`config.mk`:
```
export PLATFORM = sky130hd
export DESIGN_NAME = aes_inv_round_ctrl
export DESIGN_NICKNAME = d
export VERILOG_FILES = /design/src/rtl/aes_inv_round_ctrl.sv
export SDC_FILE = /design/constraint.sdc
export NUM_CORES = 1
export LEC_CHECK = 0
export CAP_MARGIN = 0
export CORE_AREA = 2 2 460 462
export CTS_CLUSTER_DIAMETER = 200
export DETAILED_ROUTE_END_ITERATION = 12
export DIE_AREA = 0 0 462 464
export GPL_TIMING_DRIVEN = 0
export SYNTH_ARGS = -nofsm -noshare
export SYNTH_HDL_FRONTEND = slang
export SYNTH_SLANG_ARGS = --single-unit
```
`constraint.sdc`:
```
create_clock -name Clk -period 2.6 [get_ports Clk]
set_clock_uncertainty 0.05 [all_clocks]
set_input_delay 0.52 -clock Clk [delete_from_list [all_inputs] [get_ports Clk]]
set_output_delay 0.52 -clock Clk [all_outputs]
set_load 0.03 [all_outputs]
```
`src/rtl/aes_inv_round_ctrl.sv`:
```
// AES-128 inverse-cipher sequencer: walks the 40 inverse-round steps over the
// step modules with an En/Ry handshake, one GAP cycle between steps.
module aes_inv_round_ctrl #(
    parameter int unsigned RY_TIMEOUT = 16
) (
    input  logic         Clk,
    input  logic         Rst,
    input  logic         Start,
    input  logic [127:0] Cipher_Text,
    output logic [3:0]   Key_Idx,
    input  logic [127:0] Round_Key,
    output logic [127:0] Step_Text,
    output logic [127:0] Step_Key,
    output logic         Shift_En,
    output logic         Sub_En,
    output logic         Add_En,
    output logic         Mix_En,
    input  logic         Shift_Ry,
    input  logic         Sub_Ry,
    input  logic         Add_Ry,
    input  logic         Mix_Ry,
    input  logic [127:0] Shift_Out,
    input  logic [127:0] Sub_Out,
    input  logic [127:0] Add_Out,
    input  logic [127:0] Mix_Out,
    output logic [127:0] Plain_Text,
    output logic         Busy,
    output logic         Done,
    output logic         Error
);

    localparam int unsigned TW = $clog2(RY_TIMEOUT + 1);

    typedef enum logic [2:0] {
        S_IDLE, S_ADD, S_SHIFT, S_SUB, S_MIX, S_GAP, S_DONE, S_ERR
    } state_t;

    state_t         r_state;
    state_t         w_next;
    state_t         r_after_gap;
    state_t         w_after_cap;
    logic [127:0]   r_state_reg;
    logic [127:0]   r_plain;
    logic [127:0]   w_step_out;
    logic [3:0]     r_round_ctr;
    logic [TW-1:0]  r_tmo;
    logic           r_done;
    logic           w_start_acc;
    logic           w_in_step;
    logic           w_ry;
    logic           w_capture;
    logic           w_timeout;

    always_ff @(posedge Clk) begin
        if (!Rst) begin
            r_state <= S_IDLE;
        end else begin
            r_state <= w_next;
        end
    end

    always_comb begin
        w_next      = r_state;
        w_after_cap = S_GAP;
        w_step_out  = r_state_reg;
        w_start_acc = 1'b0;
        w_in_step   = 1'b0;
        w_ry        = 1'b0;
        Shift_En    = 1'b0;
        Sub_En      = 1'b0;
        Add_En      = 1'b0;
        Mix_En      = 1'b0;
        case (r_state)
            S_IDLE, S_DONE, S_ERR: begin
                if (Start) begin
                    w_start_acc = 1'b1;
                    w_next      = S_ADD;
                end
            end
            S_ADD: begin
                Add_En     = 1'b1;
                w_in_step  = 1'b1;
                w_ry       = Add_Ry;
                w_step_out = Add_Out;
                // First ADD is followed by SHIFT, the key-0 ADD ends the run, all others by MIX
                if (r_round_ctr == 4'd0) begin
                    w_after_cap = S_DONE;
                end else if (r_round_ctr == 4'd10) begin
                    w_after_cap = S_SHIFT;
                end else begin
                    w_after_cap = S_MIX;
                end
            end
            S_SHIFT: begin
                Shift_En    = 1'b1;
                w_in_step   = 1'b1;
                w_ry        = Shift_Ry;
                w_step_out  = Shift_Out;
                w_after_cap = S_SUB;
            end
            S_SUB: begin
                Sub_En      = 1'b1;
                w_in_step   = 1'b1;
                w_ry        = Sub_Ry;
                w_step_out  = Sub_Out;
                w_after_cap = S_ADD;
            end
            S_MIX: begin
                Mix_En      = 1'b1;
                w_in_step   = 1'b1;
                w_ry        = Mix_Ry;
                w_step_out  = Mix_Out;
                w_after_cap = S_SHIFT;
            end
            S_GAP: begin
                w_next = r_after_gap;
            end
            default: begin
                w_next = S_IDLE;
            end
        endcase
        w_capture = w_in_step && w_ry;
        w_timeout = w_in_step && !w_ry && (r_tmo == TW'(RY_TIMEOUT - 1));
        if (w_capture) begin
            w_next = S_GAP;
        end else if (w_timeout) begin
            w_next = S_ERR;
        end
    end

    always_ff @(posedge Clk) begin
        if (!Rst) begin
            r_state_reg <= '0;
            r_plain     <= '0;
            r_round_ctr <= 4'd10;
            r_tmo       <= '0;
            r_done      <= 1'b0;
            r_after_gap <= S_IDLE;
        end else begin
            r_done <= 1'b0;
            if (w_start_acc) begin
                r_state_reg <= Cipher_Text;
                r_round_ctr <= 4'd10;
            end
            if (w_capture) begin
                r_state_reg <= w_step_out;
                r_after_gap <= w_after_cap;
                if (r_state == S_ADD && r_round_ctr != 4'd0) begin
                    r_round_ctr <= r_round_ctr - 4'd1;
                end
            end
            if (w_in_step && !w_capture && !w_timeout) begin
                r_tmo <= r_tmo + TW'(1);
            end else begin
                r_tmo <= '0;
            end
            if (r_state == S_GAP && r_after_gap == S_DONE) begin
                r_plain <= r_state_reg;
                r_done  <= 1'b1;
            end
        end
    end

    assign Key_Idx    = r_round_ctr;
    assign Step_Text  = r_state_reg;
    assign Step_Key   = Round_Key;
    assign Plain_Text = r_plain;
    assign Busy       = w_in_step || (r_state == S_GAP);
    assign Done       = r_done;
    assign Error      = (r_state == S_ERR);

endmodule

```
==> reports/results.txt, run 1 <==
status - complete, but fails checks
failing checks - negative setup slack
vias - 27032
Port-buffer cells - 1040
r2r setup slk - -0.02 ns
clk root buf - clkbuf_16
drt pass-1 iters - 6
kind of critical path - register to register
most frequent cells in the layout - 982 x clkdlybuf4s50_1, 353 x nand2_1, 269 x dfxtp_1
Main synth FF type - dfxtp_1
HP Class - register to register
DP Area - 34390 sq um
RD Place Congestion - 0.9781
Starting DRT DRC Count - 1923
clock slew at reported path FFs - 0.06 ns
FMAX - 382.1 MHz
Finished Layout Cells - 6653
die area - 214400 sq um
hold_buf cts - 0
worst hold slack - 0.4002 ns
share of cells above drive strength 1 - 14.72%
Worst Min Path Start - r_tmo[0]
Post-Syn Area - 20420 sq um
CP bufs+invs - 3
Leak - 12.47 nW
met1 Use GR - 19.86%
Yosys Warn Count - 0
number of synthesized flops with an enable pin - 0
Crit path max-delay family - buffers and inverters
Worst-Skew Late Latency - 0.65 ns
Cells after Synth - 2651
Syn Area/Cell - 7.703 sq um
CTS Buf Count - 40
first-pass GRT wire length - 269.9 mm
Reg-to-Reg End - Step_Text[42]
Worst R2R Path Depth - 7
worst-path cell chain - buf_6 -> buf_4 -> buf_2 -> mux2i_2 -> a211oi_1 -> a21oi_2 -> o22ai_1
Relative slew margins - 11.56%
register bit total from synthesis - 272
fillers - 23556
CP peak stage delay - 0.57 ns
setup ws final - -0.01745 ns
Slowest cell on crit path - mux2i_2
CP startpoint kind - register
Avg Vias per Cell - 4.063
HPWL after detailed placement - 184.9 mm
Sequential Area - 5451 sq um
Slew Limit Fails - 0
Core Area - 209200 sq um
post-synthesis async set-or-reset flop share - 0%
number of antenna violations at the first check in global routing - 191
Design Area, Final - 36500 sq um
Max Fanout on Critical Path - 10
WL final - 217.5 mm
kind of end point of the critical path - register
M3 GR Usage - 6.285%
met2 Resource Use GR - 33.29%
max_cap viols - 0
Pwr per Cell Area - 559.2 nW/um^2
Placed Cells - 6498
DRC Markers - 0
wire per inst - 32.68 um
P&R area growth vs syn - 78.77%
Critical Path AT - 3.07 ns
gr usage total - 19.31%
CP Data Required Time - 3.05 ns
Setup violations, final - 1
CTS Sinks - 272
# H-tree levels - 2
maximum VDD drop - 0.3685 mV
busiest grt layer - met2
Worst Tran Pin Value - 1.327 ns
Final #Nets - 4531
Min-Delay Path Depth - 1
Tcrit/Tclk final - 100.7%
Die Span Y - 464 um
sequential share of the synthesized area - 26.67%
leading cell type in the layout, fill and taps excluded - clkdlybuf4s50_1
initial cell density of the core - 9.763%
Post-Syn Nets - 3431
unrepaired setup endpoints after global routing - yes
Max clock buf depth - 3
WHS Endpoint - r_tmo[0]
R2R Path Start - r_state[0]
die width - 462 um
Top Ports - 1170
Distinct cells, synth - 50
Min Clock Period, post-route - 2.617 ns
final number of hold-violating endpoints - 0
CTS tree - yes
antenna-violating nets left - 0
number of global-route vias before repair - 26657
area of the multi-input gates - 12830 sq um
pin count of the biggest net entering global routing - 20
total power - 20.41 mW
gr ovfl total - 0
FP Rows - 168
stage by stage:
stage                     setup WS (ns)  util [%]  setup TNS, ns
after floorplan                  0.2599         -              0
after global placement           -2.796     16.42        -380.02
after detailed placement         -2.248     16.44        -244.36
after CTS                       -0.2507     17.29        -0.6329
after global routing           -0.05575     17.43       -0.08202
final                          -0.01745     17.45       -0.01745
layer usage:
metal  wire, um  share of wire [%]  vias to the layer above
met2     105600                 49                     1753
met5        374               0.17                        -
met3      19110                8.8                      489
met1      76990                 35                    12868
met4      15410                7.1                       52
li1           -                  -                    11870
power by group:
group | internal, mW | switching [mW] | leakage [nW]
combinational | 3.70 | 5.48 | 9.60
clock | 3.43 | 2.48 | 0.648
sequential | 4.57 | 0.754 | 2.22
total | 11.7 | 8.72 | 12.5
cell families (layout without fill, tap and decap cells):
| family | Yosys count | count (layout) | synth area share (%) |
|---|---|---|---|
| compound gates | 964 | 964 | 32.62 |
| simple gates | 735 | 735 | 15.44 |
| buf+inv | 414 | 1541 | 11.39 |
| flops | 272 | 272 | 26.67 |
| mux | 259 | 259 | 13.49 |
| fa+ha+maj | 5 | 5 | 0.3064 |
| xor+xnor | 2 | 2 | 0.08580 |
| other cells | 0 | 70 | 0 |
layout make-up:
| cell class | instances | share of cell area (%) |
|---|---|---|
| diodes | 70 | 0.4799 |
| flip-flops and latches | 272 | 14.93 |
| multi-input cells | 1965 | 35.15 |
| clock inverters | 10 | 0.3702 |
| well taps | 2805 | 9.614 |
| repair buffers | 1060 | 28.99 |
| plain buffers | 403 | 7.081 |
| clock buffers | 59 | 3.243 |
| inverters | 9 | 0.1371 |
cells in the mapped netlist, drive strengths merged, types with 2 or more instances:
| library cell | instances | area (sq um) |
|---|---|---|
| inv | 8 | 30.03 |
| o21ai | 112 | 564.3 |
| nor2b | 88 | 550.5 |
| dfxtp | 272 | 5445 |
| o2111ai | 2 | 17.52 |
| o22ai | 174 | 1089 |
| mux2i | 129 | 1291 |
| clkbuf | 145 | 544.3 |
| and3 | 4 | 25.02 |
| nor3 | 50 | 250.2 |
| a211oi | 173 | 1299 |
| mux2 | 130 | 1464 |
| and2 | 2 | 12.51 |
| o211ai | 83 | 913.4 |
| a21oi | 196 | 980.9 |
| nor2 | 203 | 762.0 |
| and4bb | 2 | 25.02 |
| buf | 260 | 1748 |
| nand2 | 354 | 1329 |
| o221ai | 84 | 735.7 |
| nand2b | 22 | 137.6 |
| a21boi | 130 | 975.9 |
| nand3 | 5 | 25.02 |
| o21a | 2 | 15.01 |
| ha | 5 | 62.56 |
worst max-delay path by stage:
stage | end | slack, ns | start | depth (start not counted)
final | Step_Text[42] | -0.02 | r_state[0] | 7
after global placement | Step_Text[107] | -2.80 | r_state[2] | 6
after detailed placement | Sub_En | -2.25 | r_state[2] | 6
after global routing | Sub_En | -0.06 | r_state[0] | 7
after floorplan | Step_Text[38] | 0.26 | r_state[2] | 7
after CTS | Sub_En | -0.25 | r_state[0] | 7
what timing repair did:
action	4_1_cts	5_1_grt
hold endpoints to repair	0	0
buffers inserted	11	7
gates resized for setup	213	42
cloned	0	0
setup endpoints to repair	302	65
pin swaps	2	1
Note: power is estimated with default switching activity, not from simulation.
==> run 2, diff against run 1 <==
- SETUP_SLACK_MARGIN: default -> 0.15
==> reports/results.txt, run 2 (synthesis results as in run 1) <==
Top Ports - 1170 (unchanged)
Final #Nets - 4556 (+0.55%)
clk root buf - clkbuf_16
FMAX - 388.8 MHz (+1.8%)
CTS Sinks - 272 (unchanged)
CTS tree - yes
max_cap viols - 0 (unchanged)
final number of hold-violating endpoints - 0 (unchanged)
WL final - 218.0 mm (+0.24%)
P&R area growth vs syn - 81.04%
pin count of the biggest net entering global routing - 11 (-45%)
kind of end point of the critical path - output port
Worst-Skew Late Latency - 0.65 ns (about the same)
area of the multi-input gates - 12950 sq um (+0.96%)
R2R Path Start - r_state[2]
Worst R2R Path Depth - 10 (+3)
Pwr per Cell Area - 555.0 nW/um^2 (-0.75%)
die width - 462 um (unchanged)
setup ws final - 0.02771 ns (+0.04516 ns)
leading cell type in the layout, fill and taps excluded - clkdlybuf4s50_1
status - finished, final reports clean
Final TNS setup - 0 ns (+0.01745 ns)
maximum VDD drop - 0.3659 mV (-0.72%)
total power - 20.52 mW (+0.51%)
Placed Cells - 6498 (unchanged)
Die Span Y - 464 um (unchanged)
r2r setup slk - 0.14 ns (+0.16 ns)
Setup violations, final - 0 (-1)
HP Class - register to register
Min Clock Period, post-route - 2.572 ns (-0.04516 ns)
Min-Delay Path Depth - 1 (unchanged)
Tcrit/Tclk final - 98.93% (-1.7 points)
CP Data Required Time - 2.03 ns (-1.02 ns)
Starting DRT DRC Count - 2062 (+7.2%)
number of antenna violations at the first check in global routing - 190 (-0.52%)
gr ovfl total - 0 (unchanged)
Worst Tran Pin Value - 0.9296 ns (-0.3970 ns)
first-pass GRT wire length - 270.6 mm (+0.23%)
Max clock buf depth - 3 (unchanged)
Critical Path AT - 2.00 ns (-1.07 ns)
CTS Buf Count - 40 (unchanged)
# H-tree levels - 2 (unchanged)
most frequent cells in the layout - 927 x clkdlybuf4s50_1, 353 x nand2_1, 270 x dfxtp_1
Core Area - 209200 sq um (unchanged)
Slew Limit Fails - 0 (unchanged)
number of global-route vias before repair - 26702 (+0.17%)
Relative slew margins - 38.03% (+26 points)
Worst Min Path Start - r_tmo[0]
FP Rows - 168 (unchanged)
share of cells above drive strength 1 - 16.51% (+1.8 points)
CP startpoint kind - register
pre-CTS setup slack - -2.248 ns (unchanged)
WHS Endpoint - r_tmo[0]
Sequential Area - 5450 sq um (about the same)
drt pass-1 iters - 7 (+1)
vias - 27353 (+1.2%)
initial cell density of the core - 9.763% (unchanged)
DRC Markers - 0 (unchanged)
Port-buffer cells - 1040 (unchanged)
clock slew at reported path FFs - 0.06 ns (about the same)
Reg-to-Reg End - Step_Text[27]
RD Place Congestion - 0.9781 (unchanged)
Util after Layout - 17.67% (+0.22 points)
gr usage total - 19.35% (+0.037 points)
wire per inst - 32.61 um (-0.22%)
antenna-violating nets left - 0 (unchanged)
Leak - 12.87 nW (+3.2%)
HPWL after detailed placement - 184.9 mm (unchanged)
Finished Layout Cells - 6684 (+0.47%)
die area - 214400 sq um (unchanged)
unrepaired setup endpoints after global routing - yes
fillers - 23562 (+0.025%)
Avg Vias per Cell - 4.092 (+0.72%)
Max Fanout on Critical Path - 3 (-7)
kind of critical path - register to output port
-- run 2: changes by cell type in the layout (fill, tap and decap cells not counted), moves of 6 or more --
cell	change
a21oi_1	-11
dlygate4sd2_1	+52
clkbuf_1	-24
a21oi_2	+9
buf_4	+22
clkbuf_2	+17
diode_2	+6
clkdlybuf4s50_1	-55
-- run 2: how the worst max path moves through the flow --
stage	to	depth (start not counted)	start	slack, ns
5_1_grt	Sub_En	6	r_state[2]	-0.06
3_5_place_dp	Sub_En	6	r_state[2]	-2.25
6_report	Sub_En	6	r_state[2]	0.03
2_1_floorplan	Step_Text[38]	7	r_state[2]	0.26
3_3_place_gp	Step_Text[107]	6	r_state[2]	-2.80
4_1_cts	Sub_En	7	r_state[0]	-0.09
-- run 2: final cells by class --
type,instances,area share (%)
inverters,9,0.1354
clock inverters,10,0.3655
diodes,76,0.5145
flip-flops and latches,272,14.74
clock buffers,59,3.202
well taps,2805,9.494
multi-input cells,1965,35.04
plain buffers,405,7.456
repair buffers,1083,29.05
-- run 2: layer usage --
| layer | wire length [um] | global-route usage, % | vias up |
|---|---|---|---|
| li1 | - | - | 11919 |
| met1 | 76820 | 19.92 | 13017 |
| met2 | 105800 | 33.42 | 1853 |
| met3 | 19340 | 6.254 | 514 |
| met4 | 15720 | 12.75 | 50 |
| met5 | 352 | 0 | - |
-- run 2: power breakdown --
| part | internal [mW] | leakage [nW] | switching (mW) |
|---|---|---|---|
| sequential | 4.57 | 2.22 | 0.758 |
| clock | 3.43 | 0.648 | 2.49 |
| combinational | 3.73 | 10.0 | 5.54 |
| total | 11.7 | 12.9 | 8.79 |
-- run 2: critical path, stage by stage, from the launching register on --
cell       delay, ns
dfxtp_1         0.30
buf_6           0.12
clkbuf_16       0.16
clkbuf_16       0.17
clkbuf_16       0.16
nor3_4          0.21
buf_12          0.17
-- run 2: through the flow --
step | cell area (sq um) | hold slack (ns)
detailed placement | 34390 | 0.3960
global placement | 34340 | 0.3813
CTS | 36450 | 0.4023
finish | 36970 | 0.4011
floorplan | 20420 | 0.3676
global route | 36890 | 0.4288
-- run 2: timing repair --
action / in CTS / in global routing
setup buffers: 23 / 18
resized for setup: 347 / 82
endpoints found under the setup margin: 362 / 151
pin swaps: 4 / 5
hold buffers: 0 / 0
==> run 3, diff against run 2 <==
- GPL_TIMING_DRIVEN: 0 -> default
==> reports/results.txt, run 3 (synthesis results as in run 1) <==
WL final - 179.6 mm (-18%)
unrepaired setup endpoints after global routing - no
Port-buffer cells - 913 (-12%)
CP Data Required Time - 3.05 ns (+1.02 ns)
CTS tree - yes
# H-tree levels - 2 (unchanged)
Design Area, Final - 34240 sq um (-7.4%)
Worst R2R Path Depth - 8 (-2)
initial cell density of the core - 9.763% (unchanged)
WHS Endpoint - Key_Idx[1]
die width - 462 um (unchanged)
max_cap viols - 0 (unchanged)
Worst Tran Pin Value - 0.8662 ns (-0.06342 ns)
kind of end point of the critical path - register
pre-CTS setup slack - 0.1723 ns (+2.421 ns)
HPWL after detailed placement - 144.7 mm (-22%)
Core Area - 209200 sq um (unchanged)
gr ovfl total - 0 (unchanged)
Final #Nets - 4142 (-9.1%)
RD Place Congestion - 0.9681 (-1.0%)
Max Fanout on Critical Path - 36 (+33)
share of cells above drive strength 1 - 12.24% (-4.3 points)
maximum VDD drop - 0.4282 mV (+17%)
number of antenna violations at the first check in global routing - 169 (-11%)
switching pwr - 7.876 mW (-10%)
Pwr per Cell Area - 568.3 nW/um^2 (+2.4%)
most frequent cells in the layout - 804 x clkdlybuf4s50_1, 353 x nand2_1, 267 x dfxtp_1
Die Span Y - 464 um (unchanged)
clock slew at reported path FFs - 0.06 ns (about the same)
Final TNS setup - 0 ns (unchanged)
drt pass-1 iters - 5 (-2)
Leak - 11.48 nW (-11%)
FP Rows - 168 (unchanged)
P&R area growth vs syn - 67.67%
Reg-to-Reg End - Step_Text[31]
CTS Buf Count - 42 (+5.0%)
DRC Markers - 0 (unchanged)
number of global-route vias before repair - 24153 (-9.5%)
wire per inst - 28.68 um (-12%)
gr usage total - 15.81% (-3.5 points)
Setup violations, final - 0 (unchanged)
kind of critical path - register to register
Avg Vias per Cell - 4.015 (-1.9%)
Tcrit/Tclk final - 92.13% (-6.8 points)
Critical Path AT - 2.84 ns (+0.84 ns)
DP Area - 32290 sq um (-6.1%)
Min-Delay Path Depth - 2 (+1)
Slew Limit Fails - 0 (unchanged)
CTS Sinks - 272 (unchanged)
Internal - 11.58 mW (-1.3%)
Sw Share - 40.47% (-2.3 points)
Starting DRT DRC Count - 2017 (-2.2%)
antenna-violating nets left - 0 (unchanged)
final number of hold-violating endpoints - 0 (unchanged)
r2r setup slk - 0.20 ns (+0.06 ns)
Top Ports - 1170 (unchanged)
Min Clock Period, post-route - 2.395 ns (-0.1769 ns)
sequential power share - 27.1% (+1.1 points)
Max clock buf depth - 3 (unchanged)
die area - 214400 sq um (unchanged)
leading cell type in the layout, fill and taps excluded - clkdlybuf4s50_1
vias - 25144 (-8.1%)
CP startpoint kind - register
first-pass GRT wire length - 226.6 mm (-16%)
Worst Min Path Start - Rst
HP Class - input port to register
FMAX - 417.5 MHz (+7.4%)
Relative slew margins - 42.25% (+4.2 points)
R2R Path Start - r_state[0]
Clk pwr share - 31.3% (+2.5 points)
status - finished, final reports clean
setup ws final - 0.2046 ns (+0.1769 ns)
Worst-Skew Late Latency - 0.66 ns (about the same)
total power - 19.46 mW (-5.2%)
clk root buf - clkbuf_16
pin count of the biggest net entering global routing - 124 (+113)
combinational power share - 41.6% (-3.6 points)
## run 3: changes by cell type in the layout (fill, tap and decap cells not counted), moves of 23 or more
cell             before  now
buf_2                78    0
buf_4               173  127
buf_12               11   43
clkbuf_2             40    0
buf_6                36    4
clkdlybuf4s50_1     927  804
a21oi_2              23    0
clkbuf_1             96    7
a21oi_1             168  196
## run 3: routing by layer
| layer | global-route usage (%) | share of wire (%) | vias up |
|---|---|---|---|
| li1 | - | - | 11095 |
| met1 | 15.58 | 34 | 11971 |
| met2 | 27.25 | 48 | 1520 |
| met3 | 6.436 | 11 | 502 |
| met4 | 10.30 | 7.4 | 56 |
| met5 | 0 | 0.21 | - |
## run 3: timing repair
| action | in CTS | in global routing |
|---|---|---|
| hold buffers | 0 | 0 |
| setup endpoints to repair | 86 | 9 |
| cloned | 5 | 1 |
| resized for setup | 95 | 6 |
| pin swaps | 1 | 0 |
| buffers inserted | 16 | 6 |
## run 3: how the worst max path moves through the flow
stage | startpoint | slack (ns) | cells after the start | to
2_1_floorplan | r_state[2] | 0.26 | 7 | Step_Text[38]
3_3_place_gp | Shift_Ry | 0.15 | 7 | Step_Text[28]
3_5_place_dp | Shift_Ry | 0.17 | 8 | Step_Text[107]
4_1_cts | r_state[2] | 0.14 | 4 | Sub_En
5_1_grt | r_state[0] | 0.16 | 5 | Shift_En
6_report | r_state[0] | 0.20 | 8 | Step_Text[31]
## run 3: metrics by stage
stage               hold WS (ns)  std cells  util (%)
floorplan                 0.3676       2651         -
global placement          0.3768       6095     15.44
detailed placement        0.4073       6095     15.44
CTS                       0.1160       6189     16.23
global route              0.1513       6237     16.34
finish                    0.1481       6263     16.37
## run 3: power by group through the flow
| stage | Clock, mW | Combinational [mW] | Sequential, mW |
|---|---|---|---|
| global placement | 0 | 7.93 | 5.32 |
| detailed placement | 0 | 8.00 | 5.34 |
| finish | 6.09 | 8.10 | 5.27 |
| global route | 6.38 | 8.65 | 5.30 |
| CTS | 6.28 | 8.17 | 5.24 |
| floorplan | 0 | 3.80 | 5.78 |
## run 3: final cells by class
class	count	area, sq um
Clock inverter	16	206.4
Inverter	9	45.04
Tap cell	2805	3510
Timing Repair Buffer	1071	10920
Fill cell	23633	174900
Antenna cell	67	167.7
Multi-Input combinational cell	1966	12740
Clock buffer	57	1187
Sequential cell	272	5459
## run 3: critical path: stages, from the launching register on
cell and delay [ns]:
dfxtp_4 0.42, buf_12 0.13, buf_4 0.18, buf_12 0.25, buf_4 0.35, mux2i_1 0.37
a211oi_1 0.13, a21oi_1 0.15, o22ai_1 0.10
